File: src/rtl/fetch_unit.sv
// Instruction fetch stage: owns the PC, issues reads to instruct_mem and queues
// the returned words for decode behind a valid/ready handshake.
module fetch_unit #(
  parameter int                DWIDTH   = 32,
  parameter logic [DWIDTH-1:0] RESET_PC = '0,
  parameter int                QDEPTH   = 2
) (
  input  logic              Clk_Core,
  input  logic              Rst_Core_N,
  output logic [DWIDTH-1:0] Program_Count,
  input  logic [31:0]       Instruction,
  input  logic              Redirect_Valid,
  input  logic [DWIDTH-1:0] Redirect_Pc,
  output logic              Fetch_Valid,
  output logic [31:0]       Fetch_Instr,
  output logic [DWIDTH-1:0] Fetch_Pc,
  input  logic              Fetch_Ready
);

  localparam int PW = (QDEPTH > 1) ? $clog2(QDEPTH) : 1;
  localparam int CW = $clog2(QDEPTH + 1);

  logic [DWIDTH-1:0] fetch_pc_p0;
  logic              vld_p1;
  logic [DWIDTH-1:0] inflight_pc_p1;
  logic [31:0]       q_instr [QDEPTH];
  logic [DWIDTH-1:0] q_pc    [QDEPTH];
  logic [PW-1:0]     rd_ptr;
  logic [PW-1:0]     wr_ptr;
  logic [CW-1:0]     count;
  logic [CW:0]       occupancy;
  logic              pop;
  logic              push;
  logic              issue;

  function automatic logic [PW-1:0] ptr_next(input logic [PW-1:0] p);
    return (p == PW'(QDEPTH - 1)) ? '0 : p + 1'b1;
  endfunction

  assign Program_Count = fetch_pc_p0;
  assign Fetch_Valid   = (count != '0);
  assign pop           = Fetch_Valid & Fetch_Ready;
  assign push          = vld_p1;
  assign occupancy     = {1'b0, count} + {{CW{1'b0}}, vld_p1};
  // A pop frees a slot at the same edge, so issue may proceed even when full.
  assign issue         = (occupancy < (CW+1)'(QDEPTH)) | pop;

  // Head is gated so idle/flushed outputs read as zero rather than stale entries.
  assign Fetch_Instr   = Fetch_Valid ? q_instr[rd_ptr] : '0;
  assign Fetch_Pc      = Fetch_Valid ? q_pc[rd_ptr]    : '0;

  // Stage p0 -> p1: PC issue, in-flight tracking and queue control
  always_ff @(posedge Clk_Core or negedge Rst_Core_N) begin
    if (!Rst_Core_N) begin
      fetch_pc_p0 <= RESET_PC;
      vld_p1      <= 1'b0;
      rd_ptr      <= '0;
      wr_ptr      <= '0;
      count       <= '0;
    end else if (Redirect_Valid) begin
      fetch_pc_p0 <= Redirect_Pc & ~DWIDTH'(3);
      vld_p1      <= 1'b0;
      rd_ptr      <= '0;
      wr_ptr      <= '0;
      count       <= '0;
    end else begin
      if (issue) begin
        vld_p1      <= 1'b1;
        fetch_pc_p0 <= fetch_pc_p0 + DWIDTH'(4);
      end else begin
        vld_p1      <= 1'b0;
      end
      if (push) wr_ptr <= ptr_next(wr_ptr);
      if (pop)  rd_ptr <= ptr_next(rd_ptr);
      if (push && !pop)      count <= count + 1'b1;
      else if (pop && !push) count <= count - 1'b1;
    end
  end

  // Stage p1 -> queue: capture the memory response alongside its PC
  always_ff @(posedge Clk_Core) begin
    if (issue && !Redirect_Valid) inflight_pc_p1 <= fetch_pc_p0;
    if (push && !Redirect_Valid) begin
      q_instr[wr_ptr] <= Instruction;
      q_pc[wr_ptr]    <= inflight_pc_p1;
    end
  end

  always @(posedge Clk_Core) begin
    if (Rst_Core_N && !Redirect_Valid && push && !pop)
      assert (count != CW'(QDEPTH));
  end

endmodule

File: config.mk
export PLATFORM = sky130hd
export DESIGN_NAME = fetch_unit
export DESIGN_NICKNAME = d
export VERILOG_FILES = /design/src/rtl/fetch_unit.sv
export SDC_FILE = /design/constraint.sdc
export NUM_CORES = 1
export LEC_CHECK = 0
export ABC_CLOCK_PERIOD_IN_PS = 7700
export CORE_MARGIN = 3
export CORE_UTILIZATION = 50
export CTS_BUF_LIST = sky130_fd_sc_hd__clkbuf_8
export DETAILED_ROUTE_END_ITERATION = 8
export GPL_ROUTABILITY_DRIVEN = 1
export PLACE_DENSITY = 0.79
export SYNTH_ARGS = -nofsm -noshare
export SYNTH_HDL_FRONTEND = slang
export SYNTH_SLANG_ARGS = --single-unit
File: constraint.sdc
create_clock -name Clk_Core -period 7.7 [get_ports Clk_Core]
set_input_delay 1.155 -clock Clk_Core [delete_from_list [all_inputs] [get_ports Clk_Core]]
set_output_delay 1.155 -clock Clk_Core [all_outputs]
set_load 0.05 [all_outputs]
==> qor_table.md, run 1 <==
| Result | Value | Unit |
|---|---|---|
| Std-Cell Rows | 44 | - |
| Source of the worst register-to-register timing path | Program_Count[8]$_DFFE_PN0P_ | - |
| Tmin final | 4010 | ps |
| Endpoint kind of the worst setup timing path | output pin | - |
| Die width | 130 | µm |
| Detailed-route via count | 4,652 | - |
| Highest Clock Rate | 250 | MHz |
| Yosys Warn Count | 0 | - |
| Unrepaired setup endpoints after global routing | false | - |
| Fraction of final layout cells with drive strength greater than 1 | 7.17 | % |
| Synth cell types | 38 | - |
| Setup violation total in the final timing report | 0 | - |
| Average wire per cell in the routed design | 16.9 | µm |
| Switching share of power | 28.7 | % |
| Global-route wire length before repair | 23,400 | µm |
| Multiplexer area fraction after synthesis | 8.53 | % |
| Core ar. | 0.0148 | mm² |
| Endpoint of the worst hold path | q_pc[0][28]$_DFFE_PP_ | - |
| Antenna Diode Count | 0 | - |
| Class of the most critical setup path | flop to output pin | - |
| Leakage power of the design | 3.34 | nW |
| GRT Util Overall | 18.2 | % |
| Number of H-tree branching levels | 4 | - |
| Number of instances resized during post-cts repair | 0 | - |
| Vias in the first global route | 4,601 | - |
| Clock transition time at the flip-flop clock pins of the worst setup and hold paths | 90 | ps |
| Logic pwr share | 18.2 | % |
| Clock tree skew after final layout | 10.6 | ps |
| Via density per instance | 5.28 | - |
| First DRT Iteration DRCs | 244 | - |
| Least-Margin Pin Slew | 1090 | ps |
| Area fraction in compound gates after synthesis | 2.77 | % |
| Bufs on Longest Clock Path | 2 | - |
| Total standard cell area after synthesis | 0.00764 | mm² |
| Area share of and/or/nand/nor cells after synthesis | 10.7 | % |
| Total overflow reported by the global router | 0 | - |
| Number of hold buffers added after cts | 0 | - |
| Clk pwr share | 28.3 | % |
| List of cells traversed by the critical path | mux2i_1 > nor2_1 > clkdlybuf4s50_1 | - |
| Combinational family with the most area after synthesis | simple AND/OR/NAND/NOR gates | - |
| Largest vdd supply drop | 0.000135 | V |
| Capture instance of the worst register-to-register path | Program_Count[25]$_DFFE_PN0P_ | - |
| Maximum fanout along the worst path | 63 | - |
| Post-Synth Adder-Cell Area | 0.164 | % |
| Worst hold path depth | 0 | - |
| Finished layout cell area | 0.00978 | mm² |
| Routing usage on met1 | 24.4 | % |
| Internal power of the cells | 1.65 | mW |
| Data required time of the worst path | 6550 | ps |
| Remaining antenna violation count after routing | 0 | - |
| Post-CTS setup buffers | 0 | - |
| Worst path bufs/invs | 1 | - |
| Psw | 667 | µW |
| Gr busiest metal | met2 | - |
| Cell count after synthesis | 529 | - |
| Cell area after placement | 0.00938 | mm² |
| Most instantiated flip-flop cell in the synthesis netlist | edfxtp_1 | - |
| Top Family by Delay on Critical Path | flip-flops | - |
| Delay of the slowest cell on the worst path | 1150 | ps |
| Worst hold slack after final layout | 450 | ps |
| Result of the run | finished, final reports clean | - |
| Number of flops mapped to enable cells by yosys | 154 | - |
| Layout overhead on the synthesized area | 28.0 | % |
| Seq pwr share | 53.5 | % |
| TritonCTS clock tree | yes | - |
| Startpoint type of the worst setup path | flop | - |
| Initial cell density of the core | 51.8 | % |
| Chip height | 130 | µm |
| Global-route track usage on met3 | 4.29 | % |
| First-pass iteration count of the detailed router | 4 | - |
| Routability congestion estimate from global placement | 0.831 | - |
| Post-synthesis share of cell area spent on xor and xnor gates | 3.55 | % |
| Worst Min Path Start | inflight_pc_p1[28]$_DFFE_PP_ | - |
| Clock root cell | clkbuf_8 | - |
| Number of clock sinks | 189 | - |
| Nets | 753 | - |
| Max-slew headroom at the worst pin | 27.5 | % |
| Arrival time of the worst setup path | 2850 | ps |
| Levels on crit path | 3 | - |
| Async S/R FF share, synth | 18.5 | % |
| Met2 track utilization from global routing | 29.4 | % |
| Period utilization | 52.0 | % |
| Most common cell after layout, fill and taps aside | clkdlybuf4s50_1 | - |
| Number of primary I/O pins | 165 | - |
| Initial antenna violation count | 0 | - |
| Largest net degree at the start of global routing | 64 | - |
| Inserted Clock Buffers | 17 | - |
| Type of the most critical hold path | flop to flop | - |
| Most frequent cells in the layout | 157 x clkdlybuf4s50_1, 154 x edfxtp_1, 71 x nor2_1 | - |
| Final number of max-transition violations | 0 | - |
| Core Util, Final | 66.3 | % |
| PD cells | 237 | mW/mm² |
| Reg2reg path depth | 5 | - |
| Count of fill cells added during filler insertion | 1,025 | - |
| Final Hold Violating Endpoints | 0 | - |
| Slowest cell on crit path | dfrtp_4 | - |
| Post-route setup TNS | 0 | ps |
| Mean instance size in the synthesized netlist | 14.4 | µm² |
| Final WL | 14,900 | µm |
| Worst R2R Setup Slack | 5600 | ps |
| Die area | 0.0168 | mm² |
| Max-cap violations | 0 | - |
| Sequential cell area fraction in the yosys report | 72.0 | % |
| Number of synthesized register bits | 189 | - |
| Post-detailed-placement half-perimeter wirelength | 9860 | µm |
| Latest clock arrival within the worst-skew pair | 440 | ps |
| Drc violations | 0 | - |
| I/O Buffers | 158 | - |
## stage by stage
stage | total power, mW | setup slack, ps | instances
floorplan | 1.52 | 1030 | 532
global placement | 1.68 | 4140 | 849
CTS | 2.34 | 3610 | 881
global route | 2.41 | 3510 | 881
detailed placement | 1.69 | 4130 | 849
finish | 2.32 | 3690 | 881
## worst reg2reg max path: stages, from the launching register on
cell and delay, ps:
dfrtp_1 490, and4_1 520, nand4_2 250, nor4_2 350, xnor2_1 120, mux2_2 270
## sequential cells by signal, indices dropped and copies added (netlist names)
register        cells
q_instr            64
q_pc               60
Program_Count      30
inflight_pc_p1     30
count               2
push                1
rd_ptr              1
wr_ptr              1
## cell usage after synthesis (4+ instances only)
library cell / number / share of area [%]
and3_1: 4 / 0.33
nor2_1: 72 / 3.5
nand2_1: 42 / 2.1
buf_4: 4 / 0.39
nor4_2: 5 / 0.82
xnor2_1: 25 / 2.9
inv_1: 9 / 0.44
xor2_1: 6 / 0.69
dfrtp_1: 35 / 11
and2_1: 4 / 0.33
nand4_1: 11 / 0.90
clkbuf_1: 16 / 0.79
nand3_1: 5 / 0.33
nor3_1: 7 / 0.46
mux2i_1: 64 / 8.4
o21ai_1: 14 / 0.92
o21ai_0: 18 / 1.2
edfxtp_1: 154 / 61
buf_2: 8 / 0.52
## routing by layer
layer,wire (µm),part of all wire [%]
met5,25,0.17
met4,233,1.6
met3,1040,7.0
met2,7240,48
met1,6380,43
## layout make-up
cell class	instances	area [µm²]	share of cell area (%)
Sequential cell	189	5500	56.3
Multi-Input combinational cell	305	2000	20.5
Timing Repair Buffer	162	1610	16.4
Clock buffer	17	234	2.39
Tap cell	184	230	2.35
Clock inverter	15	170	1.74
Inverter	9	33.8	0.345
## logic make-up after synthesis
family | Yosys count
XOR/XNOR | 31
flip-flops | 189
other | 1
AND/OR/NAND/NOR | 164
adder cells (fa/ha/maj) | 1
AO/OA/AOI/OAI | 40
buffers and inverters | 38
multiplexers | 65
## power by group through the flow
stage	registers (mW)	logic (mW)	clock network, mW
final	1.24	0.423	0.657
after global routing	1.25	0.448	0.717
after CTS	1.24	0.428	0.675
after detailed placement	1.26	0.426	0
after global placement	1.26	0.421	0
after floorplan	1.29	0.233	0
## worst max path at each step
stage,slack [ps],end,start
after floorplan,1030,q_instr[0][0]$_DFFE_PP_,Redirect_Valid
after global placement,4140,Fetch_Pc[20],rd_ptr$_DFFE_PN0P_
after detailed placement,4130,Fetch_Pc[20],rd_ptr$_DFFE_PN0P_
after CTS,3610,Fetch_Pc[20],rd_ptr$_DFFE_PN0P_
after global routing,3510,Fetch_Pc[18],rd_ptr$_DFFE_PN0P_
final,3690,Fetch_Pc[20],rd_ptr$_DFFE_PN0P_
Note: power is estimated with default switching activity, not from simulation.
==> inputs of run 2 (changes only) <==
==> config.mk (replaced) <==
export PLATFORM = sky130hd
export DESIGN_NAME = fetch_unit
export DESIGN_NICKNAME = d
export VERILOG_FILES = /design/src/rtl/fetch_unit.sv
export SDC_FILE = /design/constraint.sdc
export NUM_CORES = 1
export LEC_CHECK = 0
export ABC_CLOCK_PERIOD_IN_PS = 3350
export CORE_MARGIN = 3
export CORE_UTILIZATION = 47
export CTS_BUF_LIST = sky130_fd_sc_hd__clkbuf_8
export DETAILED_ROUTE_END_ITERATION = 8
export GPL_ROUTABILITY_DRIVEN = 1
export PLACE_DENSITY = 0.78
export SYNTH_ARGS = -nofsm -noshare
export SYNTH_HDL_FRONTEND = slang
export SYNTH_SLANG_ARGS = --single-unit
==> constraint.sdc (replaced) <==
create_clock -name Clk_Core -period 3.35 [get_ports Clk_Core]
set_input_delay 0.5025 -clock Clk_Core [delete_from_list [all_inputs] [get_ports Clk_Core]]
set_output_delay 0.5025 -clock Clk_Core [all_outputs]
set_load 0.05 [all_outputs]
==> run 2 against run 1 <==
  * Non-clock buffer count rose by 5
  * Final cell count up 3.6%
  * Setup slack worse by 3400 ps
  * Cell area grew 0.87%
  * First-iteration DRC count rose by 0.41%
  * Via count rose by 0.11%
  * Register-to-register slack lost 4400 ps
  * Highest routed layer is now met4
==> qor_table.md, run 2 (synthesis gave the netlist of run 1 again) <==
| Result | Value | Unit | Delta |
|---|---|---|---|
| Result of the run | finished, final reports clean | - |  |
| Startpoint type of the worst setup path | flop | - |  |
| Setup violation total in the final timing report | 0 | - | unchanged |
| Bufs on Longest Clock Path | 2 | - | unchanged |
| Inserted Clock Buffers | 17 | - | unchanged |
| Register with the highest flop count | q_instr | - |  |
| Clock transition time at the flip-flop clock pins of the worst setup and hold paths | 90 | ps | about the same |
| Std-Cell Rows | 45 | - | +2.3% |
| Post-CTS setup buffers | 0 | - | unchanged |
| Largest vdd supply drop | 0.000340 | V | +150% |
| Unrepaired setup endpoints after global routing | false | - |  |
| Total overflow reported by the global router | 0 | - | unchanged |
| Largest net degree at the start of global routing | 62 | - | -3.1% |
| Registers with the highest flip-flop counts | q_instr (64), q_pc (60) | - |  |
| Highest Clock Rate | 322 | MHz |  |
| First DRT Iteration DRCs | 245 | - | +0.41% |
| Fraction of final layout cells with drive strength greater than 1 | 7.98 | % | +0.80 points |
| GRT Util Overall | 17.5 | % | -0.77 points |
| Post-detailed-placement half-perimeter wirelength | 10,200 | µm | +3.8% |
| Finished layout cell area | 0.00987 | mm² | +0.87% |
| Period utilization | 92.6 | % |  |
| Endpoint kind of the worst setup timing path | output pin | - |  |
| Class of the most critical setup path | flop to output pin | - |  |
| Number of clock sinks | 189 | - | unchanged |
| Least-Margin Pin Slew | 823 | ps | -265 ps |
| Remaining antenna violation count after routing | 0 | - | unchanged |
| Most frequent cells in the layout | 157 x clkdlybuf4s50_1, 154 x edfxtp_1, 71 x nor2_1 | - |  |
| Number of instances resized during post-cts repair | 0 | - | unchanged |
| Antenna Diode Count | 0 | - | unchanged |
| Largest register FFs | 64 | - | unchanged |
| Detailed-route via count | 4,657 | - | +0.11% |
| I/O Buffers | 158 | - | unchanged |
| Tmin final | 3100 | ps |  |
| Worst R2R Setup Slack | 1240 | ps | -4360 ps |
| PnR Total Power | 5.25 | mW | +130% |
| Via density per instance | 5.10 | - | -3.4% |
| Arrival time of the worst setup path | 2600 | ps | -250 ps |
| Vias in the first global route | 4,747 | - | +3.2% |
| Final Hold Violating Endpoints | 0 | - | unchanged |
| Post-route setup TNS | 0 | ps | unchanged |
| Initial antenna violation count | 0 | - | unchanged |
| TritonCTS clock tree | yes | - |  |
| Latest clock arrival within the worst-skew pair | 460 | ps | +20 ps |
| PD cells | 532 | mW/mm² | +120% |
| Initial cell density of the core | 49.2 | % | -2.6 points |
| Die area | 0.0178 | mm² | +6.1% |
| First-pass iteration count of the detailed router | 4 | - | unchanged |
| Clock root cell | clkbuf_8 | - |  |
| Final number of max-transition violations | 0 | - | unchanged |
| Most common cell after layout, fill and taps aside | clkdlybuf4s50_1 | - |  |
| Maximum fanout along the worst path | 28 | - | -56% |
| Data required time of the worst path | 2850 | ps | -3700 ps |
| Number of H-tree branching levels | 4 | - | unchanged |
| Number of primary I/O pins | 165 | - | unchanged |
| Cell area after placement | 0.00949 | mm² | +1.2% |
| Routability congestion estimate from global placement | 0.892 | - | +7.4% |
| Number of hold buffers added after cts | 0 | - | unchanged |
| Core ar. | 0.0155 | mm² | +5.3% |
| Average wire per cell in the routed design | 16.4 | µm | -2.9% |
| Nets | 758 | - | +0.66% |
| Die width | 134 | µm | +3.0% |
| Drc violations | 0 | - | unchanged |
| Max-slew headroom at the worst pin | 44.8 | % | +17 points |
| Chip height | 134 | µm | +3.0% |
| Global-route wire length before repair | 24,200 | µm | +3.2% |
| Leakage power of the design | 3.36 | nW | +0.76% |
| Clock tree skew after final layout | 10.6 | ps | +0.0406 ps |
| Layout overhead on the synthesized area | 29.1 | % |  |
| Max-cap violations | 0 | - | unchanged |
| Final WL | 15,000 | µm | +0.58% |
| Count of fill cells added during filler insertion | 1,144 | - | +12% |
| Type of the most critical hold path | input pin to flop | - |  |
[run 2: metal layers]
| layer | share of wire [%] | vias up | track usage [%] |
|---|---|---|---|
| met3 | 6.9 | 32 | 5.93 |
| met5 | 0 | - | 0 |
| met1 | 42 | 2227 | 22.2 |
| met2 | 48 | 164 | 27.5 |
| li1 | - | 2234 | - |
| met4 | 2.5 | 0 | 7.66 |
[run 2: critical path, stage by stage (launching register included)]
cell,delay (ps)
dfrtp_4,760
buf_4,330
mux2i_1,120
nor2_1,110
clkdlybuf4s50_1,810
[run 2: report_power, final]
part	switching [mW]	internal, mW
combinational	0.645	0.364
sequential	0.120	2.71
clock	0.806	0.602
[run 2: layout make-up]
type	instances	area, µm²	area share (%)
sequential	189	5500	55.8
multi-input combinational	305	2010	20.4
timing repair buffer	167	1680	17.0
tap	211	264	2.68
clock buffer	17	234	2.37
clock inverter	15	140	1.42
inverter	9	33.8	0.342
[run 2: per-stage QoR]
| stage | setup slack [ps] | std cells | util [%] | hold WS [ps] |
|---|---|---|---|---|
| 5_1_grt | 105 | 913 | 63.5 | 398 |
| 3_5_place_dp | 719 | 881 | 61.1 | 430 |
| 3_3_place_gp | 719 | 881 | 61.1 | 426 |
| 6_report | 248 | 913 | 63.5 | 426 |
| 4_1_cts | 191 | 913 | 63.5 | 375 |
| 2_1_floorplan | 389 | 532 | - | 207 |
[run 2: final timing paths]
check | from | endpoint | cells after the start
setup / recovery | rd_ptr$_DFFE_PN0P_ | Fetch_Instr[5] | 4
hold / removal | Redirect_Valid | count[1]$_DFFE_PN0P_ | 4
setup reg to reg | Program_Count[8]$_DFFE_PN0P_ | Program_Count[31]$_DFFE_PN0P_ | 5
hold reg to reg | inflight_pc_p1[26]$_DFFE_PP_ | q_pc[1][26]$_DFFE_PP_ | 0
max in group asynchronous | Rst_Core_N | rd_ptr$_DFFE_PN0P_ | 2
min in group asynchronous | Rst_Core_N | Program_Count[26]$_DFFE_PN0P_ | 2
==> inputs of run 3 (changes only) <==
--- a/config.mk
+++ b/config.mk
@@ -5,13 +5,14 @@
 export SDC_FILE = /design/constraint.sdc
 export NUM_CORES = 1
 export LEC_CHECK = 0
+export ABC_AREA = 1
 export ABC_CLOCK_PERIOD_IN_PS = 3350
 export CORE_MARGIN = 3
-export CORE_UTILIZATION = 47
+export CORE_UTILIZATION = 48
 export CTS_BUF_LIST = sky130_fd_sc_hd__clkbuf_8
 export DETAILED_ROUTE_END_ITERATION = 8
 export GPL_ROUTABILITY_DRIVEN = 1
-export PLACE_DENSITY = 0.78
+export PLACE_DENSITY = 0.76
 export SYNTH_ARGS = -nofsm -noshare
 export SYNTH_HDL_FRONTEND = slang
 export SYNTH_SLANG_ARGS = --single-unit
==> run 3 against run 2 <==
  * Wire length up 13%
  * Sequential share of layout area fell by 0.96 points
  * Sequential power rose by 23%
  * Non-clock buffer count rose by 1
  * Die area is 1.4% higher
  * Synthesized cell count is 38% higher
  * Area after synthesis grew 3.6%
  * Setup slack gained 500 ps
  * Global-route usage up 1.7 points
  * Largest cell class unchanged
  * Largest power group is now combinational cells
==> qor_table.md, run 3 <==
| Result | Value | Unit | Delta |
|---|---|---|---|
| Number of primary I/O pins | 165 | - | unchanged |
| Register with the highest flop count | q_instr | - |  |
| Largest net degree at the start of global routing | 63 | - | +1.6% |
| Fraction of final layout cells with drive strength greater than 1 | 14.7 | % | +6.7 points |
| Seq pwr share | 37.6 | % | -16 points |
| Class of the most critical setup path | flop to output pin | - |  |
| Reg2reg path depth | 7 | - | +2 |
| Register Area | 0.00550 | mm² | about the same |
| Capture instance of the worst register-to-register path | inflight_pc_p1[27]$_DFFE_PP_ | - |  |
| Drc violations | 0 | - | unchanged |
| Number of H-tree branching levels | 4 | - | unchanged |
| Global-route wire length before repair | 26,900 | µm | +11% |
| Logic pwr share | 45.4 | % | +26 points |
| Largest vdd supply drop | 0.000529 | V | +55% |
| Die width | 134 | µm | +0.69% |
| Vias in the first global route | 5,210 | - | +9.8% |
| Inserted Clock Buffers | 17 | - | unchanged |
| Worst Min Path Start | inflight_pc_p1[7]$_DFFE_PP_ | - |  |
| Worst R2R Setup Slack | 1440 | ps | +200 ps |
| Leakage power of the design | 3.90 | nW | +16% |
| Total overflow reported by the global router | 0 | - | unchanged |
| Chip height | 134 | µm | +0.69% |
| Final WL | 17,000 | µm | +13% |
| Worst hold path depth | 0 | - | -4 |
| Clock root cell | clkbuf_8 | - |  |
| PD cells | 919 | mW/mm² | +73% |
| Cell count after synthesis | 728 | - | +38% |
| Initial antenna violation count | 0 | - | unchanged |
| Largest register FFs | 64 | - | unchanged |
| Count of fill cells added during filler insertion | 1,277 | - | +12% |
| Post-CTS setup buffers | 0 | - | unchanged |
| Max-slew headroom at the worst pin | 54.4 | % | +9.6 points |
| Clk pwr share | 17.0 | % | -9.8 points |
| Number of hold buffers added after cts | 0 | - | unchanged |
| Number of flops mapped to enable cells by yosys | 154 | - | unchanged |
| Die area | 0.0181 | mm² | +1.4% |
| Slowest cell on crit path | inv_2 | - |  |
| Endpoint kind of the worst setup timing path | output pin | - |  |
| Mean instance size in the synthesized netlist | 10.9 | µm² | -25% |
| Post-detailed-placement half-perimeter wirelength | 11,400 | µm | +11% |
| Std-Cell Rows | 46 | - | +2.2% |
| First-pass iteration count of the detailed router | 5 | - | +1 |
| Routability congestion estimate from global placement | 0.828 | - | -7.1% |
| Initial cell density of the core | 49.5 | % | +0.30 points |
| Switching share of power | 45.3 | % | +15 points |
| Synth top cells by count | 282 x nand2_1, 154 x edfxtp_1, 68 x a21oi_1 | - |  |
| Via density per instance | 4.97 | - | -2.5% |
| Latest clock arrival within the worst-skew pair | 450 | ps | about the same |
| Most frequent cells in the layout | 282 x nand2_1, 154 x edfxtp_1, 96 x clkdlybuf4s50_1 | - |  |
| Setup violation total in the final timing report | 0 | - | unchanged |
| Routing usage on met1 | 26.1 | % | +4.0 points |
| Final number of max-transition violations | 0 | - | unchanged |
| Worst hold slack after final layout | 446 | ps | +19.7 ps |
| Area contributors post-synth | edfxtp_1 58%, nand2_1 13%, dfrtp_1 11% | - |  |
| Antenna Diode Count | 0 | - | unchanged |
| GRT Util Overall | 19.1 | % | +1.7 points |
| Gr busiest metal | met2 | - |  |
| Core Util, Final | 62.7 | % | -0.77 points |
| Most common cell after layout, fill and taps aside | nand2_1 | - |  |
| Tmin final | 2600 | ps | -503 ps |
| Number of clock sinks | 189 | - | unchanged |
| Registers with the highest flip-flop counts | q_instr (64), q_pc (60) | - |  |
| Startpoint type of the worst setup path | flop | - |  |
| Startpoint of the worst setup timing path | rd_ptr$_DFFE_PN0P_ | - |  |
| PnR Total Power | 9.23 | mW | +76% |
| Max-cap violations | 0 | - | unchanged |
| Sequential cell area fraction in the yosys report | 69.5 | % | -2.5 points |
| Cell type with the largest total area after synthesis | edfxtp_1 | - |  |
| List of cells traversed by the critical path | inv_2 > buf_12 > nand2_1 > a21oi_1 > buf_4 | - |  |
| Nets | 956 | - | +26% |
| Most numerous cell in the Yosys netlist | nand2_1 | - |  |
| Source of the worst register-to-register timing path | count[1]$_DFFE_PN0P_ | - |  |
| Bufs on Longest Clock Path | 2 | - | unchanged |
| TritonCTS clock tree | yes | - |  |
| Most instantiated flip-flop cell in the synthesis netlist | edfxtp_1 | - |  |
| Async S/R FF share, synth | 18.5 | % | unchanged |
| Maximum fanout along the worst path | 36 | - | +29% |
| Core ar. | 0.0160 | mm² | +3.0% |
| Met2 track utilization from global routing | 31.1 | % | +3.7 points |
| Least-Margin Pin Slew | 682 | ps | -141 ps |
| Detailed-route via count | 5,552 | - | +19% |
| Data required time of the worst path | 2850 | ps | about the same |
| I/O Buffers | 158 | - | unchanged |
| Delay of the slowest cell on the worst path | 440 | ps | -370 ps |
| Period utilization | 77.6 | % | -15 points |
| Clock tree skew after final layout | 14.7 | ps | +4.14 ps |
| Min setup slack post-route | 751 | ps | +503 ps |
| Layout overhead on the synthesized area | 26.7 | % |  |
| Yosys Warn Count | 0 | - | unchanged |
| Internal power of the cells | 5.04 | mW | +37% |
| Cell area after placement | 0.00961 | mm² | +1.2% |
| Worst-case setup slack after placement | 999 | ps | +280 ps |
| Remaining antenna violation count after routing | 0 | - | unchanged |
| Multi-input combinational cell area | 0.00221 | mm² | +10% |
| Psw | 4.18 | mW | +170% |
| Unrepaired setup endpoints after global routing | false | - |  |
| Type of the most critical hold path | flop to flop | - |  |
| Arrival time of the worst setup path | 2100 | ps | -500 ps |
| Clock transition time at the flip-flop clock pins of the worst setup and hold paths | 100 | ps | about the same |
| Total standard cell area after synthesis | 0.00792 | mm² | +3.6% |
| Finished layout cell area | 0.0100 | mm² | +1.7% |
| Number of synthesized register bits | 189 | - | unchanged |
| Highest Clock Rate | 385 | MHz | +19% |
| Number of instances resized during post-cts repair | 0 | - | unchanged |
| First DRT Iteration DRCs | 335 | - | +37% |
| Synth cell types | 30 | - | -21% |
| Final Hold Violating Endpoints | 0 | - | unchanged |
| Global-route track usage on met3 | 4.16 | % | -1.8 points |
| Result of the run | finished, final reports clean | - |  |
| Top-area cell type share of the netlist area | 58.4 | % | -2.1 points |
| Endpoint of the worst hold path | q_pc[0][7]$_DFFE_PP_ | - |  |
| Average wire per cell in the routed design | 15.3 | µm | -7.2% |
==> run 3: cell types whose count changed after synthesis, moves of 20 or more <==
cell,change
nor2_1,-31
a21oi_1,+65
nand2_1,+240
nand3_1,+35
mux2i_1,-64
xnor2_1,-20
==> run 3: kinds of logic (layout without fill, tap and decap cells) <==
kind of cell             Yosys count  in the layout  share of synthesized area (%)
AND/OR/NAND/NOR                  385            385                           20.1
flip-flops                       189            189                           69.5
AO/OA/AOI/OAI                     85             85                           5.77
buffers and inverters             54            223                           3.03
XOR/XNOR                          13             13                           1.44
adder cells (fa/ha/maj)            1              1                          0.158
other                              1              4                         0.0474
==> run 3: worst max-delay path by stage <==
stage	slack [ps]	to	cells past startpoint
3_5_place_dp	1000	inflight_pc_p1[25]$_DFFE_PP_	6
4_1_cts	730	Fetch_Instr[23]	5
5_1_grt	600	Fetch_Instr[24]	5
3_3_place_gp	1010	inflight_pc_p1[25]$_DFFE_PP_	6
6_report	750	Fetch_Instr[22]	5
2_1_floorplan	-440	q_instr[0][0]$_DFFE_PP_	3
==> run 3: layer usage <==
metal  up-vias  wire length, µm
met4         0              191
met3        16             1180
met1      2570             7600
met5         -                0
met2       194             8060
li1       2772                -
==> run 3: per-stage QoR <==
stage,TNS [ps],instances
floorplan,-54920,731
global placement,0,1084
detailed placement,0,1084
CTS,0,1116
global route,0,1116
finish,0,1116
==> run 3: worst max-delay path: cells and delay by family (launching register included) <==
kind	cells	cell delay [ps]
simple gates	1	70
buf+inv	3	950
compound gates	1	190
flops	1	420
==> run 3: power groups by stage <==
| stage | logic (mW) | registers (mW) | clock network [mW] |
|---|---|---|---|
| after floorplan | 2.52 | 3.79 | 0 |
| after global placement | 4.17 | 3.50 | 0 |
| after detailed placement | 4.21 | 3.52 | 0 |
| after CTS | 4.22 | 3.47 | 1.61 |
| after global routing | 4.44 | 3.53 | 1.70 |
| final | 4.19 | 3.47 | 1.57 |
==> run 3: layout make-up <==
type	instances	share of cell area, %
Clock buffer	18	2.47
Clock inverter	14	1.80
Inverter	23	0.860
Multi-Input combinational cell	488	22.0
Sequential cell	189	54.8
Tap cell	216	2.69
Timing Repair Buffer	168	15.3
